## src/rtl/chip8_pkg.sv

```systemverilog
// chip8_pkg: shared memory map constants and loader state encoding
package chip8_pkg;
  localparam int MEMORY_SIZE = 4096;
  localparam int ADDR_W = 12;
  localparam int FONT_BYTES = 80;
  localparam logic [ADDR_W-1:0] PROG_BASE = 12'h200;
  localparam logic [ADDR_W-1:0] FONT_BASE = 12'h050;
  localparam logic [ADDR_W-1:0] LAST_ADDR = ADDR_W'(MEMORY_SIZE - 1);
  typedef enum logic [2:0] {IDLE, FONT, PROG, ERR, DONE} loader_state_e;
endpackage

```

## src/rtl/chip8_font_rom.sv

```systemverilog
// chip8_font_rom: combinational hex glyph table, 5 bytes per digit 0-F
module chip8_font_rom
  import chip8_pkg::*;
(
  input  logic [6:0] idx,
  output logic [7:0] data
);
  localparam logic [7:0] GLYPHS [FONT_BYTES] = '{
    8'hF0, 8'h90, 8'h90, 8'h90, 8'hF0,
    8'h20, 8'h60, 8'h20, 8'h20, 8'h70,
    8'hF0, 8'h10, 8'hF0, 8'h80, 8'hF0,
    8'hF0, 8'h10, 8'hF0, 8'h10, 8'hF0,
    8'h90, 8'h90, 8'hF0, 8'h10, 8'h10,
    8'hF0, 8'h80, 8'hF0, 8'h10, 8'hF0,
    8'hF0, 8'h80, 8'hF0, 8'h90, 8'hF0,
    8'hF0, 8'h10, 8'h20, 8'h40, 8'h40,
    8'hF0, 8'h90, 8'hF0, 8'h90, 8'hF0,
    8'hF0, 8'h90, 8'hF0, 8'h10, 8'hF0,
    8'hF0, 8'h90, 8'hF0, 8'h90, 8'h90,
    8'hE0, 8'h90, 8'hE0, 8'h90, 8'hE0,
    8'hF0, 8'h80, 8'h80, 8'h80, 8'hF0,
    8'hE0, 8'h90, 8'h90, 8'h90, 8'hE0,
    8'hF0, 8'h80, 8'hF0, 8'h80, 8'hF0,
    8'hF0, 8'h80, 8'hF0, 8'h80, 8'h80
  };
  assign data = idx < 7'(FONT_BYTES) ? GLYPHS[idx] : 8'h00;
endmodule

```

## src/rtl/chip8_rom_loader.sv

```systemverilog
// chip8_rom_loader: font + program image loader into CHIP-8 memory; font stage enabled by CHIP8_LOADER_FONT_EN
module chip8_rom_loader
  import chip8_pkg::*;
(
  input  logic              clk,
  input  logic              rst_n,
  input  logic              start,
  input  logic              in_valid,
  input  logic [7:0]        in_data,
  input  logic              in_last,
  output logic              in_ready,
  output logic              mem_write,
  output logic [ADDR_W-1:0] mem_write_addr,
  output logic [7:0]        mem_write_data,
  output logic              busy,
  output logic              done,
  output logic              overflow_err,
  output logic [ADDR_W-1:0] byte_count
);
  loader_state_e state;
  logic [ADDR_W-1:0] addr;
  logic hs;
  assign in_ready = state == PROG || state == ERR;
  assign busy = state == FONT || in_ready;
  assign done = state == DONE;
  assign hs = in_valid && in_ready;
`ifdef CHIP8_LOADER_FONT_EN
  localparam loader_state_e LOAD = FONT;
  logic [6:0] idx;
  logic [7:0] font_byte;
  chip8_font_rom u_font (.idx(idx), .data(font_byte));
  // font index walks 0..79 while in FONT
  always_ff @(posedge clk)
    if (!rst_n || state != FONT) idx <= '0;
    else idx <= idx + 7'd1;
`else
  localparam loader_state_e LOAD = PROG;
`endif
  // state sequencing and registered memory write port
  always_ff @(posedge clk)
    if (!rst_n) begin
      state <= IDLE;
      addr <= '0;
      mem_write <= 1'b0;
      mem_write_addr <= '0;
      mem_write_data <= '0;
      overflow_err <= 1'b0;
      byte_count <= '0;
    end else begin
      mem_write <= 1'b0;
      if ((state == IDLE || state == DONE) && start) begin
        state <= LOAD;
        addr <= PROG_BASE;
        overflow_err <= 1'b0;
        byte_count <= '0;
      end
`ifdef CHIP8_LOADER_FONT_EN
      else if (state == FONT) begin
        mem_write <= 1'b1;
        mem_write_addr <= FONT_BASE + ADDR_W'(idx);
        mem_write_data <= font_byte;
        if (idx == 7'(FONT_BYTES - 1)) state <= PROG;
      end
`endif
      else if (state == PROG && hs) begin
        mem_write <= 1'b1;
        mem_write_addr <= addr;
        mem_write_data <= in_data;
        byte_count <= byte_count + 12'd1;
        addr <= addr == LAST_ADDR ? addr : addr + 12'd1;
        if (in_last) state <= DONE;
        else if (addr == LAST_ADDR) begin
          state <= ERR;
          overflow_err <= 1'b1;
        end
      end else if (state == ERR && hs && in_last) state <= DONE;
    end
endmodule

```

## config.mk

```make
export PLATFORM = sky130hd
export DESIGN_NAME = chip8_rom_loader
export DESIGN_NICKNAME = d
export VERILOG_FILES = /design/src/rtl/chip8_pkg.sv /design/src/rtl/chip8_font_rom.sv /design/src/rtl/chip8_rom_loader.sv
export SDC_FILE = /design/constraint.sdc
export NUM_CORES = 1
export LEC_CHECK = 0
export BUFFER_PORTS_ARGS = -buffer_cell sky130_fd_sc_hd__buf_2
export CAP_MARGIN = 5
export CORE_ASPECT_RATIO = 1.25
export CORE_UTILIZATION = 47
export DETAILED_ROUTE_END_ITERATION = 12
export PLACE_DENSITY = 0.75
export SETUP_SLACK_MARGIN = 0.15
export SLEW_MARGIN = 20
export SYNTH_ARGS = -nofsm -noshare
export SYNTH_HDL_FRONTEND = slang
export SYNTH_HIERARCHICAL = 1
export SYNTH_SLANG_ARGS = --single-unit
```

## constraint.sdc

```tcl
create_clock -name clk -period 1.6 [get_ports clk]
set_input_delay 0.16 -clock clk [delete_from_list [all_inputs] [get_ports clk]]
set_output_delay 0.16 -clock clk [all_outputs]
set_load 0.05 [all_outputs]
```

Word-level counts from Yosys, hierarchy flattened:

Index checks and enable logic that the tools add are counted.

* RAM bits: 0
* flip-flop bits (word level): 49
* logic and storage cells: 51
* input port bits: 13
* memory bits (read-only): 0
* output and inout port bits: 37
* memories: 0
* latch bits: 0

* divide/modulo/power cells: 0
* mux-type cells: 9
* bitwise logic cells: 4
* reductions and logical operators: 19
* eq/ne operators: 8
* magnitude comparators: 0
* shifts and indexed selects: 0
* $mul: 0
* add/subtract/negate cells: 2

Operator list (number)
* 2-to-1 mux 10 bit: 3
* adder 12 x 1 -> 12 bit, second input constant: 2
* equality test 12 bit, second input constant: 1
* 2-to-1 mux 3 bit: 4
* AND reduction 2 bit: 5
* equality test 3 x 2 -> 1 bit, second input constant: 2
* logical AND 1 bit: 5
* inequality test 4 x 3 -> 1 bit, second input constant: 1
* NOT 1 bit: 4
* nonzero test 2 bit: 2
* equality test 3 x 1 -> 1 bit, second input constant: 1
* equality test 3 bit, second input constant: 1
* logical NOT 3 bit: 1
* logical OR 1 bit: 3
* inequality test 3 x 2 -> 1 bit, second input constant: 1
* AND reduction 3 bit: 1
* nonzero test 3 bit: 1
* 2-to-1 mux 2 bit: 1
* inequality test 2 bit, second input constant: 1
* OR reduction 2 bit: 1
* 2-to-1 mux 1 bit: 1

Logic depth before layout (Yosys ltp):

* depth in word-level cells: 8
* gate-level depth with buffers: 6
* mapped depth without buffers: 5

Least setup slack after synthesis:

No wires, ideal clock.

* path kind: register to register
* start point: register addr[0]
* end point: register addr[9]
* clock period less this slack: 1.720 ns
* arrival: 1.600 ns
* library setup time: 0.120 ns
* path buffers: 1
* cell stages (with the launch flop): 7
* path slack: -0.120 ns
* data required time: 1.480 ns
* cell sequence: dfxtp_1 > ha_1 > inv_1 > o41ai_2 > buf_4 > nor4_1 > o31a_1

* word-level cells in the longest chain between the ends: 4
* elaborated cells on any way between the ends: 7
* those cells by class: 1 x add/sub; 2 x eq/ne; 3 x mux; 1 x reduce/logical

RTL lines
* start: declaration: RTL line chip8_rom_loader.sv:21 `logic [ADDR_W-1:0] addr;`
* start signal: assignment: RTL line chip8_rom_loader.sv:70 `addr <= addr == LAST_ADDR ? addr : addr + 12'd1;`
* adder 12 x 1 -> 12 bit: RTL line chip8_rom_loader.sv:70
* 2-to-1 mux 10 bit: RTL line chip8_rom_loader.sv:70
* 2-to-1 mux 10 bit: RTL line chip8_rom_loader.sv:65 `else if (state == PROG && hs) begin`
* 2-to-1 mux 10 bit: RTL line chip8_rom_loader.sv:51 `if ((state == IDLE || state == DONE) && start) begin`

Several ways; a longest one is shown, not always the timed one. The select of a mux whose other input is x is not followed.
A chain may end at the register's enable or synchronous reset.

Worst setup path in the final report:

* start point: register addr[6]
* end point: register addr[2]

* word-level cells in the longest chain between the ends: 3

RTL lines (RTL line)
* equality test 12 bit: chip8_rom_loader.sv:70
* NOT 1 bit (no source line)
* AND reduction 2 bit (no source line)

No other way between the ends.

==> results.cfg <==
[outcome]
status = complete, but fails checks
violations = negative setup slack

[detailed_routing]
wire_per_inst_um = 13.1
drt-total-wl_mm = 5.04
avgViaCountPerCell = 5.22
drtIter0Drc = 85
via_count = 2016
first_pass_iters = 4
drcViolationCount = 0
final_antenna_net_count = 0

[final_layout]
synthToLayoutAreaGrowth_pct = 44.1
num-fill-cells = 344
multi_input_area_um2 = 1090
fin_nets = 344
post-route-util = 0.705
instances_no_fill = 386
layout_commonest_cell = nand2_1
drive_gt1_frac = 0.424
regArea_um2 = 1010
final_cell_mix = 50 x nand2_1, 47 x buf_2, 38 x buf_4
n_antenna_cell = 0

[sta]
fmax_ghz = 0.580
period_minus_slack_ns = 1.73
slew_headroom = 0.727
fin_ws_ns = -0.126
timing.hold.ws_ns = 0.0909
finalClockSkew_ns = 0.00410
finalSetupTns_ns = -0.373
rsz0062_at_grt = yes
finalSetupViolations = 9
drv_slew = 0
hold_violations = 0
tightest_slew_ns = 0.408
min_period_over_period = 1.08

[pwr]
sw_frac_of_total = 0.248
pwr-share-clk = 0.312
finalPower_uw = 2190
power_frac_seq = 0.570
p_comb_frac = 0.117
p_leak_uw = 0.00120
vdd.ir_drop.worst_mv = 0.425
intPower_uw = 1650
power_density_nw_per_um2 = 758
power_switching_uw = 542

[die]
coreArea_um2 = 4100
dieHeight_um = 75.0
start_util = 0.489
die_w_um = 60.4
num_rows = 26
ioPinCount = 50
die_area_um2 = 4530

[placed_design]
gp_congestion = 0.860
io_buffers = 49
dp.cells = 366
dp.final_hpwl_mm = 3.27

[worst_setup_path]
cpMaxStageDelayCell = o41ai_4
crit_fanout = 8
startpoint_type = flip-flop
worst_path_largest_cell_delay_ns = 0.52
worstPathCellList = nand4_4, o41ai_4, buf_4, buf_12, o21ai_0, a21oi_1
critPathArrivalTime_ns = 1.94
cp_num_buf_inv = 2
crit_family = compound AO/OA/AOI/OAI gates
path_class = flip-flop to flip-flop
cp.required_ns = 1.82
endpoint_kind = flip-flop

[grt]
antenna_found_initial = 0
grt-ovfl-total = 0
grt_pass1_wl_mm = 7.47
grt_max_degree = 24
grt.total_usage = 0.218
grt_pass1_vias = 1746

[clocking]
clk_pin_slew_ns = 0.08
ctsRootBufferMaster = clkbuf_8
cts_buffers = 5
clkSinkCount = 49
cts_tree = yes
htree_levels = 2
clkLatencyLatePin_ns = 0.30
clock_path_buffers = 2
cts_hold_buf = 0

[yosys]
netlist_instances = 241
ys_seq_area_frac = 0.489
yosys_warnings = 6
avgSynthCellArea_um2 = 8.32
ys_ff_latch = 49
synth_area_um2 = 2000
yosysUniqueCellTypes = 37
syn_nets = 256

[worst_hold_path]
worst_hold_path_type = input port to flip-flop

[flow_run]
drv_cap = 0
## layer usage
metal	up-vias	wire (µm)	part of all wire	GRT usage
met4	0	65	0.013	0.0783
li1	1019	-	-	-
met5	-	0	0	0
met1	961	2080	0.41	0.257
met3	5	128	0.025	0.0430
met2	31	2770	0.55	0.388
## what timing repair did
action	4_1_cts	5_1_grt
pin swaps	14	17
setup buffers	9	3
gates resized for setup	15	30
endpoints found under the setup margin	28	34
## cell type report
| cell class | count | share of cell area |
|---|---|---|
| Tap cell | 56 | 0.0243 |
| Inverter | 4 | 0.00520 |
| Clock buffer | 8 | 0.0277 |
| Timing Repair Buffer | 93 | 0.216 |
| Multi-Input combinational cell | 176 | 0.378 |
| Sequential cell | 49 | 0.349 |
## logic make-up (layout without fill, tap and decap cells)
kind of cell / count (synthesis) / count (layout) / share of synthesized area
muxes: 1 / 1 / 0.00499
xor gates and xnor gates: 9 / 9 / 0.0393
DFF: 49 / 49 / 0.489
buffers and inverters: 16 / 105 / 0.0331
and+or+nand+nor: 110 / 110 / 0.266
adders and majority gates: 2 / 2 / 0.0125
AOI/OAI and AO/OA: 54 / 54 / 0.155
## cell usage after synthesis
master	count	share of area
nand2_1	50	0.094
dfxtp_1	49	0.49
a21oi_1	34	0.085
nor2_1	18	0.034
o21ai_0	10	0.025
or3_1	10	0.031
nand3_1	7	0.017
clkbuf_1	5	0.0094
nand4_1	5	0.016
xor2_1	5	0.022
buf_1	4	0.0075
inv_1	4	0.0075
nor4_1	4	0.012
xnor2_1	4	0.017
and2_1	3	0.0094
a311oi_1	2	0.0087
a31oi_1	2	0.0062
and3_1	2	0.0062
buf_2	2	0.0050
ha_1	2	0.012
o31a_1	2	0.0087
or4_1	2	0.0075
a41o_1	1	0.0050
and4_1	1	0.0044
and4bb_2	1	0.0062
buf_4	1	0.0037
mux2i_1	1	0.0050
nand2b_1	1	0.0031
nand3b_1	1	0.0037
nand4_2	1	0.0062
nand4bb_1	1	0.0056
nor2b_1	1	0.0031
nor3_1	1	0.0025
nor3b_1	1	0.0037
o2111ai_1	1	0.0044
o31ai_1	1	0.0037
o41ai_2	1	0.0081
## power by group through the flow
stage | Combinational [µW] | Sequential [µW] | Clock, µW
2_1_floorplan | 103 | 1310 | 0
3_3_place_gp | 223 | 1270 | 0
3_5_place_dp | 225 | 1280 | 0
4_1_cts | 235 | 1250 | 705
5_1_grt | 272 | 1250 | 759
6_report | 257 | 1250 | 683
## stage by stage
stage	area [µm²]	setup WS, ns
detailed placement	2560	-0.0981
finish	2890	-0.126
CTS	2750	-0.0502
global route	2890	-0.214
floorplan	2050	0.00486
global placement	2560	-0.0544
## final timing paths
kind | from | endpoint | slack, ns | depth (start not counted)
setup / recovery | addr[6]$_SDFFE_PP0P_ | addr[2]$_SDFFE_PP0P_ | -0.13 | 6
hold / removal | in_data[5] | mem_write_data[5]$_SDFFE_PN0P_ | 0.09 | 3
setup reg to reg | addr[6]$_SDFFE_PP0P_ | addr[2]$_SDFFE_PP0P_ | -0.13 | 6
hold reg to reg | mem_write_addr[6]$_SDFFE_PN0P_ | mem_write_addr[6]$_SDFFE_PN0P_ | 0.45 | 2
## sequential cells by signal (all words and copies together), names as in the netlist
signal          flops
mem_write_data      8
mem_write_addr     12
byte_count         12
overflow_err        1
mem_write           1
state               3
addr               12
## worst reg2reg max path: stages, from the launching register on
cell	delay, ns
dfxtp_2	0.37
nand4_4	0.18
o41ai_4	0.52
buf_4	0.20
buf_12	0.11
o21ai_0	0.09
a21oi_1	0.18
Note: power is estimated with default switching activity, not from simulation.
